File: src/rtl/ctr_cipher_byte_serializer.sv
// Ciphertext block FIFO plus byte serializer: buffers 256-bit blocks, emits an AXI-stream byte stream.
// Optional CTR_SERIALIZER_DROP_CNT_EN builds a saturating 16-bit dropped-block counter.
module ctr_cipher_byte_serializer #(
  parameter int DATA_WIDTH = 256,
  parameter int OUT_WIDTH  = 8,
  parameter int FIFO_DEPTH = 4
) (
  input  logic                          clk,
  input  logic                          reset,
  input  logic                          in_valid,
  input  logic [DATA_WIDTH-1:0]         in_data,
  output logic                          m_tvalid,
  input  logic                          m_tready,
  output logic [OUT_WIDTH-1:0]          m_tdata,
  output logic                          m_tlast,
  output logic                          overflow,
  output logic [$clog2(FIFO_DEPTH):0]   fifo_level,
  output logic [15:0]                   drop_count
);
  localparam int PW    = $clog2(FIFO_DEPTH);
  localparam int CW    = PW + 1;
  localparam int BEATS = DATA_WIDTH / OUT_WIDTH;
  localparam int IW    = (BEATS > 1) ? $clog2(BEATS) : 1;

  typedef enum logic {IDLE, EMIT} state_e;

  logic [DATA_WIDTH-1:0] mem_q [FIFO_DEPTH];
  logic [PW-1:0]         wr_ptr_q, wr_ptr_d, rd_ptr_q, rd_ptr_d;
  logic [CW-1:0]         count_q, count_d;
  state_e                state_q, state_d;
  logic [DATA_WIDTH-1:0] shift_q, shift_d;
  logic [IW-1:0]         idx_q, idx_d;
  logic                  last_q, last_d;
  logic                  ovf_q, ovf_d;
  logic                  hs, fifo_empty, pop, push_ok, drop;

  always_comb begin
    hs         = (state_q == EMIT) & m_tready;
    fifo_empty = (count_q == '0);
    // The shift register reloads from the FIFO either from idle or on the final byte of a block.
    pop        = !fifo_empty & ((state_q == IDLE) | (hs & last_q));
    push_ok    = in_valid & ((count_q != CW'(FIFO_DEPTH)) | pop);
    drop       = in_valid & !push_ok;

    wr_ptr_d = push_ok ? wr_ptr_q + PW'(1) : wr_ptr_q;
    rd_ptr_d = pop     ? rd_ptr_q + PW'(1) : rd_ptr_q;
    count_d  = count_q + CW'(push_ok) - CW'(pop);

    state_d = state_q;
    shift_d = shift_q;
    idx_d   = idx_q;
    if (pop) begin
      state_d = EMIT;
      shift_d = mem_q[rd_ptr_q];
      idx_d   = '0;
    end else if (hs) begin
      if (last_q) begin
        state_d = IDLE;
        shift_d = '0;
        idx_d   = '0;
      end else begin
        shift_d = shift_q << OUT_WIDTH;
        idx_d   = idx_q + IW'(1);
      end
    end
    last_d = (state_d == EMIT) & (idx_d == IW'(BEATS - 1));
    ovf_d  = ovf_q | drop;
  end

  always_ff @(posedge clk or posedge reset) begin
    if (reset) begin
      wr_ptr_q <= '0;
      rd_ptr_q <= '0;
      count_q  <= '0;
      state_q  <= IDLE;
      shift_q  <= '0;
      idx_q    <= '0;
      last_q   <= 1'b0;
      ovf_q    <= 1'b0;
    end else begin
      wr_ptr_q <= wr_ptr_d;
      rd_ptr_q <= rd_ptr_d;
      count_q  <= count_d;
      state_q  <= state_d;
      shift_q  <= shift_d;
      idx_q    <= idx_d;
      last_q   <= last_d;
      ovf_q    <= ovf_d;
    end
  end

  // Storage needs no reset; validity is tracked entirely by the pointers and count.
  always_ff @(posedge clk) begin
    if (push_ok && !reset) mem_q[wr_ptr_q] <= in_data;
  end

`ifdef CTR_SERIALIZER_DROP_CNT_EN
  logic [15:0] drop_cnt_q, drop_cnt_d;

  always_comb begin
    drop_cnt_d = drop_cnt_q;
    if (drop && (drop_cnt_q != 16'hFFFF)) drop_cnt_d = drop_cnt_q + 16'd1;
  end

  always_ff @(posedge clk or posedge reset) begin
    if (reset) drop_cnt_q <= '0;
    else       drop_cnt_q <= drop_cnt_d;
  end

  assign drop_count = drop_cnt_q;
`else
  assign drop_count = '0;
`endif

  assign m_tvalid   = (state_q == EMIT);
  assign m_tdata    = shift_q[DATA_WIDTH-1 -: OUT_WIDTH];
  assign m_tlast    = last_q;
  assign overflow   = ovf_q;
  assign fifo_level = count_q;
endmodule
File: config.mk
export PLATFORM = sky130hd
export DESIGN_NAME = ctr_cipher_byte_serializer
export DESIGN_NICKNAME = d
export VERILOG_FILES = /design/src/rtl/ctr_cipher_byte_serializer.sv
export SDC_FILE = /design/constraint.sdc
export NUM_CORES = 1
export LEC_CHECK = 0
export BUFFER_PORTS_ARGS = -buffer_cell sky130_fd_sc_hd__buf_2
export CORE_MARGIN = 2
export CORE_UTILIZATION = 45
export DETAILED_ROUTE_END_ITERATION = 16
export PLACE_DENSITY_LB_ADDON = 0.1
export SYNTH_ARGS = -nofsm -noshare
export SYNTH_HDL_FRONTEND = slang
export SYNTH_SLANG_ARGS = --single-unit
File: constraint.sdc
create_clock -name clk -period 7.99 [get_ports clk]
set_clock_uncertainty 0.2 [all_clocks]
set_input_delay 0 -clock clk [delete_from_list [all_inputs] [get_ports clk]]
set_output_delay 0 -clock clk [all_outputs]
set_load 0.1 [all_outputs]
Word-level counts from Yosys, hierarchy flattened --
Memory sizes are Yosys's and may differ from the RTL's. Index checks and enable logic that the tools add are counted.
Word-level totals: register bits 271, logic and storage cells 43, output and inout port bits 30, input bits 260, memories kept 1, RAM bits 1024
Memory list:
- mem_q | words 4, width 256, read ports 1, clocked after memory_dff 0, write ports 1, line 27 | logic [DATA_WIDTH-1:0] mem_q [FIFO_DEPTH];
Operators by class: reductions and logical operators 6, eq/ne operators 2, bitwise logic cells 10, add/subtract/negate cells 5, multiplexer cells 11
Operators with widths (number):
- 256-bit two-way mux | 3
- 5-bit two-way mux | 3
- 1-bit AND | 6
- 5-bit by 1-bit adder with 5-bit output (second input constant) | 1
- 5-bit equality test (second input constant) | 1
- 1-bit two-way mux | 5
- 2-bit by 1-bit adder with 2-bit output (second input constant) | 2
- 3-bit by 1-bit adder with 3-bit output | 1
- 1-bit zero test | 3
- 3-bit zero test | 1
- 3-bit inequality test (second input constant) | 1
- 1-bit bitwise OR | 3
- 3-bit by 1-bit subtractor with 3-bit output | 1
- 2-bit nonzero test | 1
- 1-bit logical AND | 1
- 1-bit inverter | 1

Depth between registers and ports, before layout --
depth in word-level cells 9, mapped depth 10, depth with buffers taken out 7

Worst setup path before layout --
Ideal clock, no wire load.
kind reg-to-reg, from reg last_q, in the netlist m_tlast, to mem mem_q[0][0], enable pin, path slack -388 ps, data required time 7140 ps, path buffers 1, period minus slack after synthesis 8378 ps, setup time 650 ps, arrival time 7528 ps, cell stages (with the launch flop) 6, cells stage by stage dfrtp_1 > buf_2 > a21bo_2 > o41ai_2 > nor2_1 > and2_1
On the way: cells in the longest elaborated chain, start to end 8
Ends and longest elaborated chain:
- start, declared | line 33 | logic last_q, last_d;
- start signal, assigned | line 87 | last_q <= last_d;
- 1-bit AND | line 41 | pop = !fifo_empty & ((state_q == IDLE) | (hs & last_q));
- 1-bit bitwise OR | line 41
- 1-bit AND | line 41
- 1-bit bitwise OR | line 42 | push_ok = in_valid & ((count_q != CW'(FIFO_DEPTH)) | pop);
- 1-bit AND | line 42
- 1-bit logical AND | line 94 | if (push_ok && !reset) mem_q[wr_ptr_q] <= in_data;
- 1-bit two-way mux | line 94
- 1-bit two-way mux (not written as such) | line 94
- end, declared | line 27
No other way between the ends.

Final worst setup path --
from reg last_q, in the netlist m_tlast, to reg count_q[2], in the netlist fifo_level[2]
On the way: cells in the longest elaborated chain, start to end 7
Ends and longest elaborated chain:
- 1-bit AND * | line 41
- 1-bit bitwise OR * | line 41
- 1-bit AND * | line 41
- 1-bit bitwise OR | line 42
- 1-bit AND | line 42
- 3-bit by 1-bit adder with 3-bit output | line 47 | count_d = count_q + CW'(push_ok) - CW'(pop);
- 3-bit by 1-bit subtractor with 3-bit output * | line 47
- via count_d[2] | line 29 | logic [CW-1:0] count_q, count_d;
- end signal, assigned | line 83 | count_q <= count_d;
- end, declared | line 29
The timed path passes the listed nets; every way through them passes the cells marked *. A chain may end at the register's enable or synchronous reset.

==> flow_summary.ini <==
[outcome]
status = finished, final reports clean

[setup_path]
crit_cells = 9
required_ns = 8.44
cp_num_buf_inv = 2
path_class = reg2reg
slowest_delay_ns = 0.83
arrival_ns = 4.83
cp_max_fo = 73
cp-end-kind = flop
crit_chain = buf_4, a21boi_4, nor2_4, buf_4, o21ai_0, ha_1, fa_1, xnor2_1, xnor2_1
cpMaxStageDelayCell = dfrtp_4
r2r_slack_ns = 3.61
start_kind = flop
path_delay_family = buffers and inverters
rr_worst_depth = 9

[power_and_ir_drop]
p_leak_nw = 22.0
p_per_area_mw_per_mm2 = 303
vdd.ir_drop.worst_v = 0.000214

[floorplanning]
die_area_sq_mm = 0.113
core_area_sq_mm = 0.109
rows = 121
ioPinCount = 290
initial_core_util_pct = 45.5
die_w_um = 336
die_y_um = 336

[sta]
rsz0062_at_grt = false
fin_setup_tns_ns = 0
finalCritPeriodShare_pct = 54.8
tightest_slew_ns = 1.18
finalSetupViolCount = 0
max_freq_mhz = 228
layout_min_cycle_time_ns = 4.38
drv_slew = 0
max_slew_margin_pct = 21.1
hold_viol = 0

[cts]
clkLatencyLatePin_ns = 0.73
cts.sinks = 1295
cts_buffers = 139
cts_tree = done
clockBufferDepth = 3
cts_max_level = 4
clock-root-buffer = clkbuf_16
postCtsSetupRepairBufs = 0
clkTransAtPathRegs_ns = 0.06

[final_layout]
final_nets = 3798
drive_gt1_share_pct = 21.4
area_growth_pct = 24.8
fillers = 8565
design_area_sq_mm = 0.0620

[synth]
synth_area_leaders = edfxtp_1, dfrtp_1, mux4_2, nand2_1, nor3b_1
synth.distinct_cells = 44
synth-edff-count = 1024
ys_top_cells_by_count = edfxtp_1, nand2_1, dfrtp_1, mux4_2, o21ai_0
ys_seq_elements = 1295
yosys_most_used_dff = edfxtp_1
netlist_instances = 2760
synth.top_cell.area_share_pct = 61.9
synth_warnings = 0
synth_area_sq_mm = 0.0497
seq_area_frac_synth_pct = 75.6
avgSynthCellArea_sq_um = 18.0
synthArstFlopShare_pct = 20.9
yosysTopAreaCell = edfxtp_1
synth.most_common_cell = edfxtp_1

[route]
vias = 27300
wl_per_cell_um = 22.0
viasPerCell = 5.32
antenna_left = 0
drt_iter0_drc = 1882
routed_wl_um = 113000
post-route-drc-count = 0
drt_first_pass_iters = 5

[global_routing]
grt_pass1_vias = 29400
grt_antenna_before_repair = 23
track_usage_pct = 20.5
globalRouteOverflowTotal = 0
grt_max_degree = 197
grt_pass1_wl_um = 176000

[placed_design]
hpwl_um = 59500
place_area_sq_mm = 0.0524
io_buffers = 273
place.gp.congestion = 0.753

[job]
drv_cap = 0

[hold_path]
hold_class = in2reg
hold_path_depth = 4
## worst min-delay path: cells and delay by family
kind | cells | cell delay (ns)
adder cells (fa/ha/maj) | 1 | 0.16
buffers and inverters | 2 | 0.67
AND/OR/NAND/NOR | 1 | 0.15
## cells by family (layout without fill, tap and decap cells)
logic type	count (synthesis)	count (layout)	synth area share [%]
flip-flops	1295	1295	75.6
multiplexers	257	257	11.6
buffers and inverters	213	1080	2.00
other	1	24	0.00755
adder cells (fa/ha/maj)	7	7	0.192
AND/OR/NAND/NOR	542	542	5.57
AO/OA/AOI/OAI	439	439	4.90
XOR/XNOR	6	6	0.106
## cell type report
type                       instances  area [sq um]  area share (%)
multi-input combinational       1267         11200            18.1
timing repair buffer             822          6910            11.1
inverter                           6          30.0          0.0484
clock buffer                     194          3930            6.34
sequential                      1295         37500            60.6
clock inverter                    58           495           0.799
tap                             1476          1850            2.98
antenna                            8          20.0          0.0323
## power by group
part / internal (W) / switching (W) / leakage (nW) / total [W]
Clock: 0.00366 / 0.00255 / 2.18 / 0.00621
Combinational: 0.00167 / 0.00196 / 6.81 / 0.00363
Sequential: 0.00842 / 0.000539 / 13.0 / 0.00896
## cells in the final DEF, fill, tap and decap left out, types with 7 or more instances in the layout
cell / count
edfxtp_1: 1024
dlygate4sd3_1: 518
nand2_1: 343
buf_2: 273
dfrtp_1: 268
mux4_2: 256
o21ai_0: 181
a21oi_1: 173
nor3b_1: 172
clkbuf_16: 143
a22oi_1: 78
clkbuf_1: 35
clkinv_2: 24
buf_4: 21
clkinv_1: 17
conb_1: 16
clkbuf_8: 16
buf_12: 10
diode_2: 8
bufinv_16: 7
## per-stage QoR
stage                     utilization, %  instances  hold WS, ns  setup WS, ns  power [W]
after global placement              48.0       4348     -0.00735          3.46     0.0125
after floorplan                        -       2775       -0.101         0.323     0.0116
after detailed placement            48.0       4348     -0.00589          3.51     0.0126
after CTS                           56.8       5118       0.0376          3.50     0.0190
after global routing                56.8       5122        0.111          3.31     0.0197
final                               56.8       5126       0.0921          3.61     0.0188
## path summary, 6_finish.rpt
| check | from | end |
|---|---|---|
| worst max register to register | m_tlast | fifo_level[2] |
| worst min register to register | shift_q[16] | shift_q[16] |
| worst min-delay path | in_valid | fifo_level[1] |
| min in group asynchronous | reset | shift_q[196] |
| max in group asynchronous | reset | rd_ptr_q[1] |
| worst max-delay path | m_tlast | fifo_level[2] |
## state kept, by name, indices dropped and copies added, names as in the netlist
register    count
m_tlast         1
mem_q        1024
fifo_level      3
wr_ptr_q        2
overflow        1
m_tvalid        1
shift_q       256
rd_ptr_q        2
idx_q           5
## metal layers
layer	GRT usage, %	vias up	part of all wire [%]
li1	-	12300	-
met1	28.1	14200	44
met2	33.8	585	49
met3	4.11	180	5.0
met4	5.27	32	1.8
met5	0	-	0.17
## what timing repair did
item                      in CTS  in global routing
hold buffers                 518                  0
resized for setup              0                  0
hold endpoints to repair    1443                  0
(Power assumes the default switching activity.)
